`config.mk`:
```
export PLATFORM = sky130hd
export DESIGN_NAME = prefetch_queue_flat
export DESIGN_NICKNAME = d
export VERILOG_FILES = /design/src/rtl/prefetch_queue_if.sv /design/src/rtl/prefetch_queue.sv /design/src/flat_wrapper.sv
export SDC_FILE = /design/constraint.sdc
export NUM_CORES = 1
export LEC_CHECK = 0
export ABC_CLOCK_PERIOD_IN_PS = 9300
export CELL_PAD_IN_SITES_DETAIL_PLACEMENT = 1
export CELL_PAD_IN_SITES_GLOBAL_PLACEMENT = 1
export CORE_UTILIZATION = 50
export CTS_CLUSTER_DIAMETER = 200
export DETAILED_ROUTE_END_ITERATION = 10
export GPL_TIMING_DRIVEN = 0
export PLACE_DENSITY_LB_ADDON = 0.1
export SETUP_SLACK_MARGIN = 0.4
export SLEW_MARGIN = 40
export SYNTH_ARGS = -nofsm -noshare
export SYNTH_HDL_FRONTEND = slang
export SYNTH_SLANG_ARGS = --single-unit
```
`constraint.sdc`:
```
create_clock -name clk -period 9.3 [get_ports clk]
set_clock_uncertainty 0.05 [all_clocks]
set_input_delay 0.93 -clock clk [delete_from_list [all_inputs] [get_ports clk]]
set_output_delay 0.93 -clock clk [all_outputs]
set_load 0.03 [all_outputs]
```
`src/rtl/prefetch_queue_if.sv`:
```
// -----------------------------------------------------------------------------
// prefetch_queue_if
// Bundles the fetch front end's three handshakes: the I-cache
// request/response pair, the redirect from branch/jump logic and the
// instruction stream towards decode.
//   master : the prefetch queue (drives icReq*, instr*, count)
//   slave  : the environment (I-cache, branch unit, decode)
// -----------------------------------------------------------------------------
interface prefetch_queue_if #(
   parameter int XLEN  = 32,
   parameter int IW    = 32,
   parameter int DEPTH = 4
);
   localparam int CW = $clog2(DEPTH + 1);

   logic            icReqValid;
   logic            icReqReady;
   logic [XLEN-1:0] icReqAddr;
   logic            icRspValid;
   logic [IW-1:0]   icRspData;
   logic            redirectValid;
   logic [XLEN-1:0] redirectPc;
   logic            instrValid;
   logic [IW-1:0]   instrData;
   logic [XLEN-1:0] instrPc;
   logic            instrReady;
   logic [CW-1:0]   count;

   modport master (
      output icReqValid, icReqAddr, instrValid, instrData, instrPc, count,
      input  icReqReady, icRspValid, icRspData, redirectValid, redirectPc,
             instrReady
   );

   modport slave (
      input  icReqValid, icReqAddr, instrValid, instrData, instrPc, count,
      output icReqReady, icRspValid, icRspData, redirectValid, redirectPc,
             instrReady
   );
endinterface

```
`src/rtl/prefetch_queue.sv`:
```
// -----------------------------------------------------------------------------
// prefetch_queue
// Instruction-fetch front end: PC generator, variable-latency I-cache
// handshake (in-order responses, up to MAX_OUT outstanding) and a DEPTH-entry
// in-order buffer feeding decode. A redirect flushes the buffer and turns
// every outstanding I-cache response into a drop.
// Ports:
//   clk  : rising-edge clock
//   rst  : asynchronous active-low reset
//   bus  : prefetch_queue_if.master (I-cache req/rsp, redirect, decode, count)
// -----------------------------------------------------------------------------
module prefetch_queue #(
   parameter int              XLEN     = 32,
   parameter int              IW       = 32,
   parameter int              DEPTH    = 4,
   parameter int              MAX_OUT  = 2,
   parameter logic [XLEN-1:0] RESET_PC = '0
) (
   input logic               clk,
   input logic               rst,
   prefetch_queue_if.master  bus
);
   localparam int PW = (DEPTH > 1) ? $clog2(DEPTH) : 1;
   localparam int CW = $clog2(DEPTH + 1);
   localparam int OW = $clog2(MAX_OUT + 1);
   localparam int SW = ((CW > OW) ? CW : OW) + 1;
   localparam logic [OW-1:0] MAX_OUT_W = OW'(MAX_OUT);
   localparam logic [SW-1:0] DEPTH_S   = SW'(DEPTH);

   logic [XLEN-1:0] fetch_pc_q, fetch_pc_d;
   logic [XLEN-1:0] tail_pc_q, tail_pc_d;
   logic [OW-1:0]   inflight_q, inflight_d;
   logic [OW-1:0]   drop_q, drop_d;
   logic [PW-1:0]   head_q, head_d;
   logic [PW-1:0]   tail_q, tail_d;
   logic [CW-1:0]   count_q, count_d;

   logic [XLEN-1:0] pc_mem_q   [DEPTH];
   logic [IW-1:0]   data_mem_q [DEPTH];

   logic            redirect;
   logic            rsp_ok;
   logic            req_valid;
   logic            req_fire;
   logic            push;
   logic            pop;
   logic [OW-1:0]   live;
   logic [SW-1:0]   occ;
   logic [XLEN-1:0] redir_pc;

   assign redirect = bus.redirectValid;
   // A response with nothing outstanding is a protocol error and is ignored.
   assign rsp_ok   = bus.icRspValid && (inflight_q != '0);
   assign live     = inflight_q - drop_q;
   // Credit: buffered entries plus live responses never exceed DEPTH, so
   // every live response is guaranteed a free slot when it returns.
   assign occ      = SW'(count_q) + SW'(live);
   // rst gating keeps icReqValid low while reset is held.
   assign req_valid = rst && !redirect && (inflight_q < MAX_OUT_W) && (occ < DEPTH_S);
   assign req_fire  = req_valid && bus.icReqReady;
   assign push      = rsp_ok && !redirect && (drop_q == '0);
   assign pop       = (count_q != '0) && bus.instrReady && !redirect;
   assign redir_pc  = bus.redirectPc & ~XLEN'(3);

   always_comb begin
      fetch_pc_d = fetch_pc_q;
      tail_pc_d  = tail_pc_q;
      drop_d     = drop_q;
      head_d     = head_q;
      tail_d     = tail_q;
      count_d    = count_q;
      // req_fire is already suppressed in a redirect cycle
      inflight_d = inflight_q + OW'(req_fire) - OW'(rsp_ok);
      if (redirect) begin
         fetch_pc_d = redir_pc;
         tail_pc_d  = redir_pc;
         count_d    = '0;
         head_d     = tail_q;
         // everything still outstanding after this cycle is squashed
         drop_d     = inflight_q - OW'(rsp_ok);
      end else begin
         if (req_fire) fetch_pc_d = fetch_pc_q + XLEN'(4);
         if (rsp_ok && (drop_q != '0)) drop_d = drop_q - OW'(1);
         if (push) begin
            tail_d    = tail_q + PW'(1);
            tail_pc_d = tail_pc_q + XLEN'(4);
         end
         if (pop) head_d = head_q + PW'(1);
         count_d = count_q + CW'(push) - CW'(pop);
      end
   end

   always_ff @(posedge clk or negedge rst) begin
      if (!rst) begin
         fetch_pc_q <= RESET_PC;
         tail_pc_q  <= RESET_PC;
         inflight_q <= '0;
         drop_q     <= '0;
         head_q     <= '0;
         tail_q     <= '0;
         count_q    <= '0;
      end else begin
         fetch_pc_q <= fetch_pc_d;
         tail_pc_q  <= tail_pc_d;
         inflight_q <= inflight_d;
         drop_q     <= drop_d;
         head_q     <= head_d;
         tail_q     <= tail_d;
         count_q    <= count_d;
      end
   end

   // Storage needs no reset: contents are only observed when count != 0.
   always_ff @(posedge clk) begin
      if (push) begin
         pc_mem_q[tail_q]   <= tail_pc_q;
         data_mem_q[tail_q] <= bus.icRspData;
      end
   end

   assign bus.icReqValid = req_valid;
   assign bus.icReqAddr  = fetch_pc_q;
   assign bus.instrValid = (count_q != '0);
   assign bus.instrData  = data_mem_q[head_q];
   assign bus.instrPc    = pc_mem_q[head_q];
   assign bus.count      = count_q;
endmodule

```
`src/flat_wrapper.sv`:
```
// flat-port wrapper written by rule: the top's interface ports become plain ports
module prefetch_queue_flat 
#(
   parameter int              XLEN     = 32,
   parameter int              IW       = 32,
   parameter int              DEPTH    = 4,
   parameter int              MAX_OUT  = 2,
   parameter logic [XLEN-1:0] RESET_PC = '0
)
  (clk, rst, bus_icReqValid, bus_icReqAddr, bus_instrValid, bus_instrData, bus_instrPc, bus_count, bus_icReqReady, bus_icRspValid, bus_icRspData, bus_redirectValid, bus_redirectPc, bus_instrReady);
  prefetch_queue_if #(.XLEN(XLEN), .IW(IW), .DEPTH(DEPTH)) bus_i ();
  input logic clk;
  input logic rst;
  output wire logic [$bits(bus_i.icReqValid)-1:0] bus_icReqValid;
  output wire logic [$bits(bus_i.icReqAddr)-1:0] bus_icReqAddr;
  output wire logic [$bits(bus_i.instrValid)-1:0] bus_instrValid;
  output wire logic [$bits(bus_i.instrData)-1:0] bus_instrData;
  output wire logic [$bits(bus_i.instrPc)-1:0] bus_instrPc;
  output wire logic [$bits(bus_i.count)-1:0] bus_count;
  input wire logic [$bits(bus_i.icReqReady)-1:0] bus_icReqReady;
  input wire logic [$bits(bus_i.icRspValid)-1:0] bus_icRspValid;
  input wire logic [$bits(bus_i.icRspData)-1:0] bus_icRspData;
  input wire logic [$bits(bus_i.redirectValid)-1:0] bus_redirectValid;
  input wire logic [$bits(bus_i.redirectPc)-1:0] bus_redirectPc;
  input wire logic [$bits(bus_i.instrReady)-1:0] bus_instrReady;
  assign bus_icReqValid = bus_i.icReqValid;
  assign bus_icReqAddr = bus_i.icReqAddr;
  assign bus_instrValid = bus_i.instrValid;
  assign bus_instrData = bus_i.instrData;
  assign bus_instrPc = bus_i.instrPc;
  assign bus_count = bus_i.count;
  assign bus_i.icReqReady = bus_icReqReady;
  assign bus_i.icRspValid = bus_icRspValid;
  assign bus_i.icRspData = bus_icRspData;
  assign bus_i.redirectValid = bus_redirectValid;
  assign bus_i.redirectPc = bus_redirectPc;
  assign bus_i.instrReady = bus_instrReady;
  prefetch_queue #(.XLEN(XLEN), .IW(IW), .DEPTH(DEPTH), .MAX_OUT(MAX_OUT), .RESET_PC(RESET_PC)) u_core (.clk(clk), .rst(rst), .bus(bus_i));
endmodule
```
==> metrics.txt <==
DRT iter0 DRCs 399; register clock-pin slew on the reported worst setup and hold paths 0.07 ns; crit path launch type flop; RSZ-0062 raised after global routing false; delay contributed by the slowest stage of the critical path 0.64 ns; most common library cell in the layout ignoring fill and taps edfxtp_1; row cnt 58; number of global-route vias before repair 8433; count of cells resized by post-cts repair 0; final-report hold violation count 0; Area Overhead vs Synth 24.9%; run status complete, no violations; Min Hold Slack 0.137 ns; Detailed Routing Iterations Pass 1 5; crit path kind flop to output pin; Post-Place Cell Area 15200 µm²; Cells after DPL 1260; die span in y 163 µm; number of H-tree levels 1; leakage power 5.57 nW; multi-input combinational cell area 3590 µm²; final critical path time including I/O delays and setup 4.20 ns; critical path buffer and inverter count 3; synthesized-area fraction occupied by and/or/nand/nor cells 7.09%; Int Power 3.01 mW; mapped cell area 13000 µm²; GRT overflow 0; final std cells w/o fill 1317; synthesized-area fraction occupied by ao, oa, aoi and oai cells 3.50%; Worst path slowest cell clkdlybuf4s50_1; die outline width 163 µm; average wire per cell in the routed design 23.9 µm; combined global-route utilization of all metal layers 24.2%; fraction of layout cells with a size suffix above 1 16.0%; clock root buffer clkbuf_16; count of unique library cells instantiated by Yosys 55; total design power 4.42 mW; Pwr per Cell Area 272 nW/µm²; final number of setup-violating endpoints 0; number of warnings printed during yosys synthesis 0; number of nets in the finished design 1047; Core Area 25300 µm²; final routed DRC violation total 0; TritonCTS Buffers 31; wire length after detailed routing 31.4 mm; Top Ports 171; total area of sequential cells 9220 µm²; pins over their slew limit 0; placed wire-length estimate 21.3 mm; number of flops mapped to enable cells by yosys 248; final cycle utilization of the critical path 45.2%; register share of total power 38.9%; CTS Hold Buffers Added 0; final core area utilization 64.2%; combinational family with the most area after synthesis multiplexers; count of fill cells added during filler insertion 2240; Switching Fraction 31.9%; CP endpoint kind output pin; area of all placed cells without fillers 16300 µm²; count of buffers added by post-CTS timing repair for setup 0; peak ir drop on the vdd network 0.000221 V; final weighted congestion in routability-driven placement 0.821; commonest non-fill, non-tap cells in the layout edfxtp_1, clkdlybuf4s50_1, dfrtp_1; Worst Hold Class primary input to asynchronous set/reset pin; Top FF cell, synth edfxtp_1; pre-CTS worst setup slack 5.07 ns; asr flop ratio synth 22.3%; combinational power share 32.5%; buffers from clock root to sink, at most 3; number of antenna violations at the first check in global routing 0; Least-Margin Pin Slew 0.889 ns; count of port buffers added during placement 164; setup slack on the worst flop-to-flop path 6.12 ns; part of the total power dissipated in the clock network 28.6%; tightest slew margin relative to the limit 40.2%; via density per instance 5.78; critical path data required time 8.32 ns; wire length of the first global-routing pass 48.0 mm; area share of xor/xnor cells in the synthesized design 3.23%; Synth Area in Adders 1.40%; maximum number of pins on one net before global-route repair 57; Yosys reg bits 319; mux share of post-synthesis cell area 12.0%; clock tree from TritonCTS built; number of antenna-violating nets in the routed design 0; Worst path top cell family by delay buffers and inverters; number of clock sinks seen by CTS 319; die area 26700 µm²; antenna cell count 0; critical path cell sequence clkbuf_1 > clkbuf_2 > mux4_2 > clkdlybuf4s50_1; worst-skew pair later-pin latency 0.57 ns; initial core utilization 51.4%; Setup TNS Final 0 ns; Post-Synthesis Mean Instance Area 17.2 µm²; net switching power 1.41 mW; max frequency 238 MHz; setup slack after layout 5.10 ns; critical path fanouts, max 10; vias 7612; arrival time worst endpoint 3.22 ns; share of the yosys chip area belonging to registers 70.9%; synthesized netlist cell count 758; max-cap viol count 0
==> power by group through the flow <==
| stage | Clock (mW) | Combinational (mW) | Sequential, mW |
|---|---|---|---|
| after floorplan | 0 | 0.870 | 1.76 |
| after global placement | 0 | 1.40 | 1.74 |
| after detailed placement | 0 | 1.45 | 1.75 |
| after CTS | 1.29 | 1.46 | 1.72 |
| after global routing | 1.33 | 1.53 | 1.73 |
| final | 1.27 | 1.44 | 1.72 |
==> sequential cells by signal, summed over array words and instances, names as in the netlist <==
signal                count
u_core.bus.icReqAddr     30
u_core.head_q             2
u_core.data_mem_q       128
u_core.tail_q             2
u_core.tail_pc_q         30
u_core.pc_mem_q         120
u_core.bus.count          3
u_core.drop_q             2
u_core.inflight_q         2
==> area by class of cell <==
class	instances	share of cell area, %
clock buffer	43	5.42
inverter	18	0.493
tap	330	2.54
clock inverter	14	0.908
buffer	34	1.05
timing repair buffer	169	10.8
sequential	319	56.7
multi-input combinational	390	22.1
==> final timing paths <==
check | startpoint | end | cells after the start
min | rst | u_core.bus.icReqAddr[17] | 1
max in group asynchronous | rst | u_core.head_q[1] | 2
min in group clk | u_core.tail_q[0] | u_core.head_q[0] | 2
min reg2reg | u_core.tail_q[0] | u_core.head_q[0] | 2
max | u_core.head_q[0] | bus_instrData[30] | 4
max reg2reg | u_core.inflight_q[0] | u_core.bus.icReqAddr[28] | 13
==> kinds of logic after synthesis <==
family	count (synthesis)
buf+inv	52
xor+xnor	48
simple gates	174
other cells	1
fa+ha+maj	14
mux	77
flops	319
compound gates	73
==> Yosys cell counts (all sizes together), types with 16 or more instances <==
cell type / number / area [µm²]
o21ai: 32 / 160
nand2: 46 / 180
nand3: 33 / 165
xnor2: 26 / 228
dfrtp: 71 / 1780
inv: 16 / 60.1
nor2: 23 / 86.3
buf: 18 / 104
clkbuf: 16 / 60.1
mux4: 62 / 1400
edfxtp: 248 / 7450
nand4: 22 / 144
xor2: 22 / 193
==> metal layers <==
| layer | up-vias | share of wire, % | wire [µm] | track usage, % |
|---|---|---|---|---|
| met2 | 242 | 50 | 15800 | 42.5 |
| met1 | 3928 | 42 | 13300 | 31.4 |
| met3 | 56 | 5.2 | 1630 | 3.33 |
| met4 | 0 | 2.0 | 643 | 6.58 |
| met5 | - | 0 | 0 | 0 |
| li1 | 3386 | - | - | - |
Power figures use the tool's default switching activity.
